### config.mk
export PLATFORM = sky130hd
export DESIGN_NAME = cordic_fixed_to_float_flat
export DESIGN_NICKNAME = d
export VERILOG_FILES = /design/src/rtl/cordic_fixed_to_float_pkg.sv /design/src/rtl/cordic_fixed_to_float_if.sv /design/src/rtl/cordic_fixed_to_float_fp_pack.sv /design/src/rtl/cordic_fixed_to_float.sv /design/src/flat_wrapper.sv
export SDC_FILE = /design/constraint.sdc
export NUM_CORES = 1
export LEC_CHECK = 0
export CAP_MARGIN = 20
export CORE_UTILIZATION = 25
export CTS_CLUSTER_DIAMETER = 120
export DETAILED_ROUTE_END_ITERATION = 6
export GPL_TIMING_DRIVEN = 0
export PLACE_DENSITY = 0.55
export REMOVE_ABC_BUFFERS = 1
export SLEW_MARGIN = 20
export SYNTH_ARGS = -nofsm -noshare
export SYNTH_HDL_FRONTEND = slang
export SYNTH_SLANG_ARGS = --single-unit
### constraint.sdc
create_clock -name clk -period 5.41 [get_ports clk]
set_clock_uncertainty 0.2 [all_clocks]
set_input_delay 0.8115 -clock clk [delete_from_list [all_inputs] [get_ports clk]]
set_output_delay 0.8115 -clock clk [all_outputs]
set_load 0.01 [all_outputs]
### src/rtl/cordic_fixed_to_float_pkg.sv
// Shared constants and types for the CORDIC fixed-to-float stage.
// Fixed-point defaults match the CORDIC cosine core.
package cordic_fp_pkg;

  localparam int FP_BIAS  = 127;
  localparam int FP_EXP_W = 8;
  localparam int FP_MAN_W = 23;

  localparam int IN_W   = 22;
  localparam int FRAC_W = 21;

  typedef enum logic {
    IDLE = 1'b0,
    NORM = 1'b1
  } state_t;

endpackage

### src/rtl/cordic_fixed_to_float_if.sv
// Start/done handshake and result bus of the fixed-to-float stage.
// The master issues operands; the slave returns the packed float.
interface cordic_fixed_to_float_if
  import cordic_fp_pkg::*;
#(
  parameter int W = IN_W
);

  logic         start;
  logic [W-1:0] fixedPoint_value;
  logic         done;
  logic [31:0]  floatPoint_result;

  modport master (
    output start,
    output fixedPoint_value,
    input  done,
    input  floatPoint_result
  );

  modport slave (
    input  start,
    input  fixedPoint_value,
    output done,
    output floatPoint_result
  );

endinterface

### src/rtl/cordic_fixed_to_float_fp_pack.sv
// Packs sign, biased exponent and mantissa into an IEEE-754 word.
// Purely combinational; shared with the float-to-fixed stage.
module fp_pack
  import cordic_fp_pkg::*;
(
  input  logic                sign,
  input  logic [FP_EXP_W-1:0] exp,
  input  logic [FP_MAN_W-1:0] man,
  output logic [31:0]         word
);

  assign word = {sign, exp, man};

endmodule

### src/rtl/cordic_fixed_to_float.sv
// Iterative normaliser: unsigned Q1.21 to IEEE-754 single.
// Shifts left one bit per enabled cycle until the MSB is set.
module cordic_fixed_to_float
  import cordic_fp_pkg::*;
#(
  parameter int IN_W   = cordic_fp_pkg::IN_W,
  parameter int FRAC_W = cordic_fp_pkg::FRAC_W
) (
  input  logic clk,
  input  logic reset,
  input  logic clk_en,
  cordic_fixed_to_float_if.slave bus
);

  localparam int MAN_SH = FP_MAN_W - (IN_W - 1);
  localparam logic [FP_EXP_W-1:0] EXP_INIT =
    FP_EXP_W'(FP_BIAS + IN_W - 1 - FRAC_W);

  state_t              state;
  logic [IN_W-1:0]     x_q;
  logic [FP_EXP_W-1:0] exp_q;
  logic                done_q;
  logic [31:0]         result_q;

  logic [FP_MAN_W-1:0] man;
  logic [31:0]         packed_w;

  // bits below the hidden one, left-aligned in the mantissa field
  assign man = FP_MAN_W'(x_q[IN_W-2:0]) << MAN_SH;

  fp_pack u_pack (
    .sign (1'b0),
    .exp  (exp_q),
    .man  (man),
    .word (packed_w)
  );

  always_ff @(posedge clk or posedge reset) begin
    if (reset) begin
      state    <= IDLE;
      x_q      <= '0;
      exp_q    <= '0;
      done_q   <= 1'b0;
      result_q <= '0;
    end else if (clk_en) begin
      done_q <= 1'b0;
      unique case (state)
        IDLE: begin
          if (bus.start) begin
            x_q   <= bus.fixedPoint_value;
            exp_q <= EXP_INIT;
            state <= NORM;
          end
        end
        NORM: begin
          unique case (1'b1)
            (x_q == '0): begin
              result_q <= '0;
              done_q   <= 1'b1;
              state    <= IDLE;
            end
            x_q[IN_W-1]: begin
              result_q <= packed_w;
              done_q   <= 1'b1;
              state    <= IDLE;
            end
            default: begin
              x_q   <= x_q << 1;
              exp_q <= exp_q - FP_EXP_W'(1);
            end
          endcase
        end
        default: state <= IDLE;
      endcase
    end
  end

  assign bus.done              = done_q;
  assign bus.floatPoint_result = result_q;

endmodule
### src/flat_wrapper.sv
// flat-port wrapper written by rule: the top's interface ports become plain ports
module cordic_fixed_to_float_flat import cordic_fp_pkg::*;
#(
  parameter int IN_W   = cordic_fp_pkg::IN_W,
  parameter int FRAC_W = cordic_fp_pkg::FRAC_W
)
  (clk, reset, clk_en, bus_start, bus_fixedPoint_value, bus_done, bus_floatPoint_result);
  cordic_fixed_to_float_if bus_i ();
  input  logic clk;
  input  logic reset;
  input  logic clk_en;
  input wire logic [$bits(bus_i.start)-1:0] bus_start;
  input wire logic [$bits(bus_i.fixedPoint_value)-1:0] bus_fixedPoint_value;
  output wire logic [$bits(bus_i.done)-1:0] bus_done;
  output wire logic [$bits(bus_i.floatPoint_result)-1:0] bus_floatPoint_result;
  assign bus_i.start = bus_start;
  assign bus_i.fixedPoint_value = bus_fixedPoint_value;
  assign bus_done = bus_i.done;
  assign bus_floatPoint_result = bus_i.floatPoint_result;
  cordic_fixed_to_float #(.IN_W(IN_W), .FRAC_W(FRAC_W)) u_core (.clk(clk), .reset(reset), .clk_en(clk_en), .bus(bus_i));
endmodule
==> results.txt, run 1 <==
Reg power frac = 36.2%
Top cell type by total area after synthesis = dfrtp_1
CP required = 5.43 ns
# IOs = 59
Peak VDD IR = 0.213 mV
Mapped Avg Cell Area = 9.10 um^2
Clock power share = 24.4%
Slew Limit Fails = 0
Router iterations before antenna repair = 4
Cts repair resizes = 0
Critical path class = in2reg
CTS root buf = clkbuf_16
Post-synthesis compound-gate area fraction = 18.1%
Initial antenna violation count = 0
Antenna Cells = 0
Insertion delay to the later sink of the worst-skew pair = 0.33 ns
First-pass GRT wire length = 13,600 um
Final Hold Violating Endpoints = 0
Sequential area share after synthesis = 51.5%
Die height = 111 um
PortBufs = 55
CTS tree = yes
Max Root-Sink Buffers = 2
Period utilization = 56.7%
DRT antenna net count = 0
Final setup vio count = 0
Multi-input logic area = 1250 um^2
Pint = 1.58 mW
Crit. End Element = register
Core ar. = 11,500 um^2
Logic pwr share = 39.4%
CP max FO = 37
GRT overflow = 0
Hold Buf Count CTS = 0
Routed wire per std cell = 15.4 um
Fin crit period = 3.07 ns
Post-CTS Setup Inserts = 0
FF+latch area = 1530 um^2
Area of the mapped netlist = 2970 um^2
Drt initial violations = 137
Simple-gate portion of the synthesized area = 22.8%
Initial Util = 25.9%
Via-per-instance ratio = 5.06
Yosys top cell area share = 51.5%
WL final = 7900 um
Ranking of synthesized cells by area = dfrtp_1 (51%), a21oi_1 (6.7%), nand4_1 (6.1%)
Crit start category = input pin
Mux cell area share after synthesis = 0%
RSZ-0062 raised after global routing = no
Pwr Total = 2.57 mW
HP Class = reg2reg
Outcome = finished, final reports clean
Synth unique cells = 38
Worst Max-Slew Pin Slew = 0.955 ns
Normalized max-slew margin = 36.3%
Sw Share = 38.7%
P per Cell Area = 649 nW/um^2
Synth Area in Adders = 0.422%
Clk sinks = 61
Vias in the first global route = 2,673
MaxCap Viol Count = 0
Largest net degree at the start of global routing = 43
Leak Pwr = 1.63 nW
Dpl hpwl = 5010 um
Total track usage = 13.7%
H-tree Lvls = 3
#FFs+latches synth = 61
Die X = 111 um
Routability congestion estimate from global placement = 0.727
Drt drc = 0
Cells after Synth = 326
Synth Area in XOR/XNOR = 0%
Largest family of logic cells by synthesized area = simple AND/OR/NAND/NOR gates
Row count = 39
Die ar. = 12,300 um^2
NetSw = 0.995 mW
Nets = 393
Synth warn = 0
Layout cells sized above 1 = 8.89%
Arrival @ worst endpoint = 3.09 ns
P&R area growth vs syn = 33.5%
Vias = 2,599
Fill count = 1,162
CTS Buf Count = 9
FMAX = 326 MHz
Worst-path clk slew = 0.05 ns
Setup_tns = 0 ns
==> final timing paths <==
check / from / end / slack, ns / depth (start not counted)
hold reg to reg: u_core.bus.floatPoint_result[4] / u_core.bus.floatPoint_result[4] / 0.30 / 2
max in group asynchronous: reset / u_core.state / 3.85 / 3
hold / removal: u_core.bus.floatPoint_result[4] / u_core.bus.floatPoint_result[4] / 0.30 / 2
setup reg to reg: u_core.state / u_core.exp_q[4] / 2.59 / 6
min in group asynchronous: reset / u_core.bus.floatPoint_result[5] / 0.64 / 2
setup / recovery: clk_en / u_core.exp_q[4] / 2.34 / 6
==> worst max-delay path, stage by stage <==
cell and delay (ns):
buf_2 0.56, and3b_1 0.33, a21boi_2 0.26, a221o_1 0.78, nor2_1 0.08, a311oi_1 0.26
==> cell usage after synthesis, drive strengths merged <==
cell type	n
a21boi	1
a21oi	40
a221o	1
a221oi	1
a22oi	1
a2bb2oi	2
a311oi	2
a31oi	4
and3b	1
and4	1
buf	14
clkbuf	19
conb	1
dfrtp	61
ha	1
inv	9
nand2	37
nand2b	1
nand3	19
nand3b	1
nand4	30
nor2	24
nor2b	2
nor3	3
nor3b	3
nor4	6
o21ai	35
o221ai	1
o22ai	2
o2bb2ai	1
or3	2
==> through the flow <==
step / setup slack [ns] / util [%] / instance area (um^2) / hold WS, ns / std cells
after floorplan: 2.33 / - / 2800 / 0.288 / 295
after global routing: 2.01 / 34.5 / 3960 / 0.334 / 514
after CTS: 2.32 / 34.5 / 3960 / 0.301 / 514
after detailed placement: 1.96 / 31.7 / 3630 / 0.290 / 498
after global placement: 0.767 / 30.8 / 3530 / 0.285 / 493
final: 2.34 / 34.5 / 3960 / 0.295 / 514
==> routing by layer <==
metal  vias up  GRT usage (%)  share of wire, %
li1       1241              -                 -
met1      1285           17.4                45
met2        61           22.2                49
met3        12           4.26               4.4
met4         0           4.53               1.7
met5         -              0                 0
==> cell type report <==
cell class	instances	share of cell area, %
Tap cell	143	4.52
Multi-Input combinational cell	225	31.6
Timing Repair Buffer	60	16.0
Clock inverter	3	1.71
Inverter	9	0.916
Sequential cell	61	38.6
Clock buffer	13	6.57
==> logic make-up (layout without fill, tap and decap cells) <==
family / after synthesis / in the layout
AND/OR/NAND/NOR: 130 / 130
AO/OA/AOI/OAI: 91 / 91
flip-flops: 61 / 61
buffers and inverters: 42 / 85
adder cells (fa/ha/maj): 1 / 1
other: 1 / 3
==> registers in the layout (all words and copies together) (netlist names) <==
name and flops:
u_core.bus.done 1, u_core.bus.floatPoint_result 29, u_core.exp_q 8, u_core.state 1, u_core.x_q 22
==> cells in the final DEF (no fill, tap or decap), drive strengths merged, types with 6 or more instances in the layout <==
| cell type | Yosys | routed |
|---|---|---|
| nand3 | 19 | 19 |
| dfrtp | 61 | 61 |
| nor2 | 24 | 24 |
| inv | 9 | 9 |
| a21oi | 40 | 40 |
| nor4 | 6 | 6 |
| clkbuf | 19 | 13 |
| nand4 | 30 | 30 |
| nand2 | 37 | 37 |
| clkdlybuf4s50 | 0 | 54 |
| buf | 14 | 6 |
| o21ai | 35 | 35 |
==> power by group through the flow <==
stage	Clock, mW	Combinational (mW)	Sequential, mW
3_3_place_gp	0	0.903	0.961
5_1_grt	0.660	1.14	0.971
6_report	0.629	1.01	0.931
2_1_floorplan	0	0.495	0.944
3_5_place_dp	0	1.02	0.933
4_1_cts	0.637	1.03	0.928
Power figures use the tool's default switching activity.
==> run 2: changes to the inputs <==
- clock period: 5.41 -> 2.85 ns (I/O delays scaled with it)
==> run 2 against run 1 <==
  * Combinational power is 90% higher
  * Wire length fell by 0.22%
  * Clock-buffer cell count stayed put
  * Global-route usage unchanged
  * Critical path depth unchanged
  * Non-clock buffer count is the same
  * Worst hold slack got worse by 0.036 ns
  * Total power increased by 90%
  * Register-to-register slack worse by 2.4 ns
  * Largest cell class unchanged
  * Highest routed layer unchanged
==> results.txt, run 2 (synthesized netlist as in run 1, its figures left out) <==
Outcome = finished, final reports clean
Router iterations before antenna repair = 4
Arrival @ worst endpoint = 2.67 ns
CP required = 2.88 ns
FF+latch area = 1530 um^2
Finished Layout Cells = 514
Crit. End Element = register
Dpl hpwl = 5010 um
Pwr Total = 4.89 mW
Via-per-instance ratio = 5.03
Drt drc = 0
Normalized max-slew margin = 38.3%
Nets = 393
CP max FO = 35
Fin crit period = 2.65 ns
Row count = 39
Period utilization = 92.9%
Routed wire per std cell = 15.3 um
Final setup vio count = 0
First-pass GRT wire length = 13,600 um
Initial Util = 25.9%
# IOs = 59
Slew Limit Fails = 0
Max reg flops = 29
WL final = 7880 um
Multi-input logic area = 1260 um^2
Initial antenna violation count = 0
Clk sinks = 61
Hold Buf Count CTS = 0
CP cell instances = and3b_1 -> a21boi_2 -> a221oi_4 -> buf_6 -> nor4_1 -> a311oi_1
Crit start category = register
Insertion delay to the later sink of the worst-skew pair = 0.32 ns
MaxCap Viol Count = 0
GRT overflow = 0
Largest net degree at the start of global routing = 43
Peak VDD IR = 0.403 mV
Placed insts = 498
HP Class = in2async
Commonest non-fill, non-tap cell in the layout = dfrtp_1
Vias = 2,583
P&R area growth vs syn = 33.8%
Vias in the first global route = 2,673
Die ar. = 12,300 um^2
DRT antenna net count = 0
Final Hold Violating Endpoints = 0
CTS tree = yes
Most frequent cells in the layout = dfrtp_1 (59), clkdlybuf4s50_1 (54), a21oi_1 (40), nand2_1 (37), o21ai_0 (35)
Slowest stage delay, CP = 0.83 ns
Drt initial violations = 133
Top delay family on crit path = compound AO/OA/AOI/OAI gates
Worst-path clk slew = 0.05 ns
R2r startpoint = u_core.x_q[21]
PortBufs = 55
Antenna Cells = 0
CTS Buf Count = 9
Layout cells sized above 1 = 9.43%
CP Launch Point = u_core.x_q[21]
Worst Max-Slew Pin Slew = 0.925 ns
H-tree Lvls = 3
Routability congestion estimate from global placement = 0.727
Leak Pwr = 1.63 nW
Slowest cell on the critical path = dfrtp_2
Die height = 111 um
CP Buf/Inv Count = 1
P per Cell Area = 1230 nW/um^2
RSZ-0062 raised after global routing = no
FMAX = 378 MHz
Max Root-Sink Buffers = 2
Core ar. = 11,500 um^2
CTS root buf = clkbuf_16
Total track usage = 13.7%
Die X = 111 um
Critical path class = reg2reg
Fill count = 1,159
[run 2: routing by layer]
layer	routed length, um	GRT usage [%]	up-vias
met1	3510	17.4	1268
met3	384	4.26	12
met4	137	4.53	0
met2	3850	22.2	60
met5	0	0	-
li1	-	-	1243
[run 2: final cells by class]
class	instances	share of cell area (%)
inverters	9	0.914
clock inverters	3	1.70
clock buffers	13	6.56
repair buffers	60	16.0
well taps	143	4.51
flip-flops and latches	61	38.5
multi-input cells	225	31.8
[run 2: path summary, 6_finish.rpt]
check                                              endpoint  slack (ns)  depth (start not counted)
min in group clk           u_core.bus.floatPoint_result[13]        0.29                          2
hold / removal              u_core.bus.floatPoint_result[5]        0.26                          2
hold reg to reg            u_core.bus.floatPoint_result[13]        0.29                          2
setup reg to reg                            u_core.exp_q[6]        0.20                          6
max in group asynchronous                      u_core.state        1.67                          3
setup / recovery                            u_core.exp_q[6]        0.20                          6
[run 2: power breakdown]
group	total [mW]	internal (mW)	switching (mW)
sequential	1.77	1.29	0.480
combinational	1.92	0.892	1.03
clock	1.19	0.813	0.377
[run 2: timing repair]
item                       CTS  global route
buffers inserted             0             0
setup endpoints to repair    0            22
gates resized for setup      0             2
[run 2: metrics by stage]
step / TNS [ns] / hold WS (ns) / area (um^2) / setup WS, ns / util [%]
global placement: -127.85 / 0.285 / 3530 / -1.79 / 30.8
floorplan: -5.99 / 0.288 / 2800 / -0.230 / -
finish: 0 / 0.259 / 3970 / 0.202 / 34.6
detailed placement: -1.65 / 0.290 / 3630 / -0.219 / 31.7
global route: 0 / 0.292 / 3970 / 0.00112 / 34.6
CTS: 0 / 0.267 / 3960 / 0.0120 / 34.5
==> run 3: changes to the inputs <==
- PLACE_DENSITY: 0.55 -> 0.54
- SYNTH_HIERARCHICAL: default -> 1
==> run 3 against run 2 <==
  * Register-to-register slack gained 0.08 ns
  * Highest routed layer unchanged
  * Global-route usage decreased by 0.49 points
  * Non-clock buffer count fell by 1
  * Largest cell class unchanged
  * Clock power fell by 15%
  * Final cell count fell by 5.1%
  * Synthesized area is 8.3% higher
  * Die area increased by 8.1%
  * Sequential power is 6% higher
  * Worst setup slack lost 0.017 ns
  * Sequential share of layout area grew 2.2 points
  * Wire length grew 5.9%
  * Total power down 4.2%
==> results.txt, run 3 <==
WL final = 8340 um
HP Class = in2async
Finished Cell Area = 3940 um^2
Slowest stage delay, CP = 0.79 ns
CTS Buf Count = 9
Peak VDD IR = 0.316 mV
Fin crit period = 2.66 ns
Area of the mapped netlist = 3210 um^2
Antenna Cells = 0
P&R area growth vs syn = 22.7%
FMAX = 375 MHz
DRT antenna net count = 0
# IOs = 59
Total track usage = 13.2%
CP required = 2.82 ns
Crit start category = input pin
CTS tree = yes
Largest net degree at the start of global routing = 36
Crit. End Element = register
Die height = 115 um
PortBufs = 58
Die ar. = 13,300 um^2
Drt initial violations = 174
Dpl hpwl = 5280 um
Die X = 115 um
Outcome = finished, final reports clean
Pwr Total = 4.68 mW
Layout cells sized above 1 = 11.7%
Core ar. = 12,600 um^2
Max reg flops = 32
Final Hold Violating Endpoints = 0
CTS root buf = clkbuf_16
Post-CTS Setup Inserts = 0
Final setup vio count = 0
RSZ-0062 raised after global routing = no
Placed insts = 473
MaxCap Viol Count = 0
Period utilization = 93.5%
Most frequent cells in the layout = dfrtp_1 (63), clkdlybuf4s50_1 (58), a22o_1 (35), o22ai_1 (21), a21oi_1 (19)
Critical path class = in2reg
Worst Max-Slew Pin Slew = 0.709 ns
Slowest cell on the critical path = clkdlybuf4s50_1
Nets = 339
Sequential area share after synthesis = 49.9%
Top-count cell post-synth = dfrtp_1
Synth Flop Type = dfrtp_1
Arrival @ worst endpoint = 2.63 ns
Synth unique cells = 47
Initial antenna violation count = 0
Drt drc = 0
Clk sinks = 64
Max Root-Sink Buffers = 2
Ys async rst share = 100%
Vias in the first global route = 2,454
Vias = 2,379
Normalized max-slew margin = 52.2%
Final hold slack = 0.266 ns
Ranking of synthesized cells by area = dfrtp_1 (50%), a22o_1 (9.5%), buf_4 (7.7%)
Router iterations before antenna repair = 6
Row count = 41
Mapped Avg Cell Area = 10.9 um^2
H-tree Lvls = 3
#FFs+latches synth = 64
Initial Util = 25.6%
CP cell instances = clkdlybuf4s50_1 -> o21a_2 -> nand2_2 -> o22ai_1 -> a21oi_1
EDFF count, synth = 0
Routability congestion estimate from global placement = 0.745
Setup_tns = 0 ns
Worst-path clk slew = 0.05 ns
Yosys top cell area share = 49.9%
Via-per-instance ratio = 4.88
Top cell type by total area after synthesis = dfrtp_1
Commonest cells in the netlist = dfrtp_1 (64), a22o_1 (35), buf_4 (33)
Leak Pwr = 1.58 nW
Insertion delay to the later sink of the worst-skew pair = 0.32 ns
CP max FO = 30
Slew Limit Fails = 0
Commonest non-fill, non-tap cell in the layout = dfrtp_1
Cells after Synth = 294
Area post-placement = 3660 um^2
GRT overflow = 0
Finished Layout Cells = 488
Synth warn = 6
First-pass GRT wire length = 13,200 um
Routed wire per std cell = 17.1 um
P per Cell Area = 1190 nW/um^2
==> run 3: routing by layer <==
metal / vias to the layer above / track usage, % / share of wire (%)
met5: - / 0 / 0
met3: 7 / 4.16 / 4.8
met4: 0 / 3.98 / 0.91
met2: 54 / 20.9 / 48
met1: 1194 / 17.3 / 47
li1: 1124 / - / -
==> run 3: kinds of logic after synthesis <==
| kind of cell | count (synthesis) | synth area share, % |
|---|---|---|
| AO/OA/AOI/OAI | 114 | 26.7 |
| adder cells (fa/ha/maj) | 1 | 0.389 |
| buffers and inverters | 63 | 12.8 |
| flip-flops | 64 | 49.9 |
| other | 1 | 0.117 |
| AND/OR/NAND/NOR | 51 | 10.2 |
==> run 3: layout make-up <==
cell class                      instances  area [um^2]
Fill cell                            1282         8630
Sequential cell                        64         1600
Multi-Input combinational cell        169         1210
Timing Repair Buffer                   59          601
Clock buffer                           11          253
Tap cell                              172          215
Inverter                                9         36.3
Clock inverter                          4         20.0
==> run 3: path summary, 6_finish.rpt <==
check	from	to	slack (ns)	cells past startpoint
min in group clk	u_core/bus.floatPoint_result[5]	u_core/bus.floatPoint_result[5]	0.29	1
max in group asynchronous	reset	u_core/x_q[8]	1.65	3
hold reg to reg	u_core/bus.floatPoint_result[5]	u_core/bus.floatPoint_result[5]	0.29	1
setup / recovery	clk_en	u_core/x_q[17]	0.19	5
setup reg to reg	u_core/state	u_core/x_q[17]	0.28	4
hold / removal	reset	u_core/bus.floatPoint_result[31]	0.27	2
==> run 3: stage by stage <==
step	util, %	worst slack [ns]
after detailed placement	29.1	-0.923
after CTS	31.3	0.163
after global routing	31.3	0.0514
after floorplan	-	0.304
after global placement	28.9	-0.780
final	31.3	0.185
==> run 3: power breakdown <==
group,total (mW),switching (mW),internal (mW)
clock,1.01,0.382,0.624
combinational,1.80,0.818,0.980
sequential,1.88,0.527,1.35
==> run 3: repair_timing <==
item                                    in CTS  in global routing
endpoints found under the setup margin      22                  0
hold buffers                                 0                  0
gates resized for setup                      3                  0
endpoints found under the hold margin        0                  0
==> run 3: critical path, delay by kind of cell <==
family	cells	cell delay, ns
buffers and inverters	1	0.79
AOI/OAI and AO/OA	3	0.99
and+or+nand+nor	1	0.40
==> RTL edit, RTL diff (config.mk and constraints of run 3) <==
Make the reset (`reset`) synchronous in one clocked block.
--- a/src/rtl/cordic_fixed_to_float.sv
+++ b/src/rtl/cordic_fixed_to_float.sv
@@ -36,5 +36,5 @@
   );
 
-  always_ff @(posedge clk or posedge reset) begin
+  always_ff @(posedge clk) begin
     if (reset) begin
       state    <= IDLE;
Check against the original RTL: differs if reset is asserted again (counterexample within 4 cycles, from zero or initial values and one cycle with reset high); with reset held inactive, the same outputs for 4 cycles.
==> RTL edit against run 3 <==
The flow now finishes with violations (design-rule violations). Worst setup slack gained 0.027 ns. Cell count grew 7.6%. Routed wire length shrank 12%. Area after synthesis shrank 7.1%. Highest routed layer unchanged. Core utilization grew 1.2 points. Global-route usage shrank 0.36 points. Sequential share of layout area shrank 6.5 points. Cell area shrank 4.8%. Sequential cell count is the same.
Power is not compared: it rests on default switching activity, and its combinational part moved more than twofold at a synthesized area within 25%.
==> RTL edit: results (changes against run 3) <==
Place
  • Final HPWL DP: 4.655 mm (-12%)
  • Cell Area, Placed: 0.003433 sq mm (-6.3%)
  • Placed Cells: 509 (+7.6%)
  • Pre-CTS setup slack: 0.1127 ns (+1.036 ns)

Timing
  • Hold WS: 0.2723 ns (+0.006114 ns)
  • Fmax: 379.1 MHz (+1.0%)

Run status
  • Status: finished with violations
  • Violated checks: design-rule violations

Setup path
  • Worst reg-to-reg setup slack: 0.21 ns (-0.07 ns)
  • Crit path largest cell delay: 0.69 ns (-0.10 ns)
  • CP max-delay cell: nand3_1
  • Crit Path Max Fanout: 20 (-33%)

Global routing
  • Met1 usage: 16.21% (-1.1 points)
  • Gr usage total: 12.88% (-0.36 points)
  • Largest net degree at the start of global routing: 65 (+81%)
  • Met3 track demand over resource: 4.046% (-0.12 points)
  • Vias in the first global route: 2527 (+3.0%)
  • Global-route wire length before repair: 12.64 mm (-4.2%)
  • Met2 Use GR: 20.83% (-0.085 points)

Drt
  • Vias/cell: 4.750 (-2.6%)
  • Post-Route WL: 7.304 mm (-12%)
  • Post-route DRC: 2 (+2)
  • WL met3: 413 microns (+3.5%)
  • Met2 WL post-DR: 3.418 mm (-14%)
  • Initial drt markers: 138 (-21%)
  • Routed len/inst: 13.91 microns (-19%)

Final layout
  • Fin nets: 404 (+19%)
  • Share of layout cells above drive strength 1: 12.83% (+1.1 points)

Yosys
  • Mapped Avg Cell Area: 8.247 sq um (-25%)
  • Primary FF master, synth: dfxtp_1
  • Most instantiated cells after synthesis: 64 x dfxtp_1, 52 x nor2_1, 45 x nand2_1, 39 x a21oi_1, 32 x buf_4

Clock tree
  • CTS resizes: 0 (-3)

Min path
  • HP Class: register to register
[RTL edit: cell count changes in the layout (fill, tap and decap cells not counted), sizes merged, moves of 22 or more]
cell	run 3	this run
nand2	10	45
a21oi	19	41
a22o	35	0
o21ai	11	36
dfrtp	64	0
dfxtp	0	64
nor2	7	52
[RTL edit: power by group through the flow]
stage,clock network [mW],registers [mW],logic (mW)
global placement,0,1.01,0.263
finish,1.14,0.988,0.276
detailed placement,0,1.01,0.278
CTS,1.18,0.988,0.281
global route,1.22,0.996,0.309
floorplan,0,0.992,0.164
[RTL edit: final cells by class]
class | count | area, sq um | area share [%]
Timing Repair Buffer | 59 | 605.6 | 16.14
Tap cell | 143 | 178.9 | 4.768
Clock inverter | 2 | 35.03 | 0.9336
Inverter | 6 | 22.52 | 0.6002
Multi-Input combinational cell | 237 | 1345 | 35.85
Sequential cell | 64 | 1281 | 34.14
Clock buffer | 14 | 284.0 | 7.569
[RTL edit: logic make-up after synthesis]
| group | share of synthesized area [%] |
|---|---|
| and+or+nand+nor | 18.36 |
| DFF | 42.92 |
| other | 0.1256 |
| buffers and inverters | 12.66 |
| muxes | 1.509 |
| AOI/OAI and AO/OA | 24.02 |
| adders and majority gates | 0.4190 |
[RTL edit: final timing paths]
kind / startpoint / to / cells past startpoint
worst max-delay path: u_core/x_q[14] / u_core/x_q[9] / 5
worst min-delay path: u_core/bus.floatPoint_result[27] / u_core/bus.floatPoint_result[27] / 2
worst max register to register: u_core/x_q[14] / u_core/x_q[9] / 5
worst min register to register: u_core/bus.floatPoint_result[27] / u_core/bus.floatPoint_result[27] / 2
[RTL edit: worst max-delay path: cells and delay by family, from the launching register on]
kind	cells	cell delay, ns
AO/OA/AOI/OAI	2	0.88
flip-flops	1	0.40
AND/OR/NAND/NOR	3	1.03
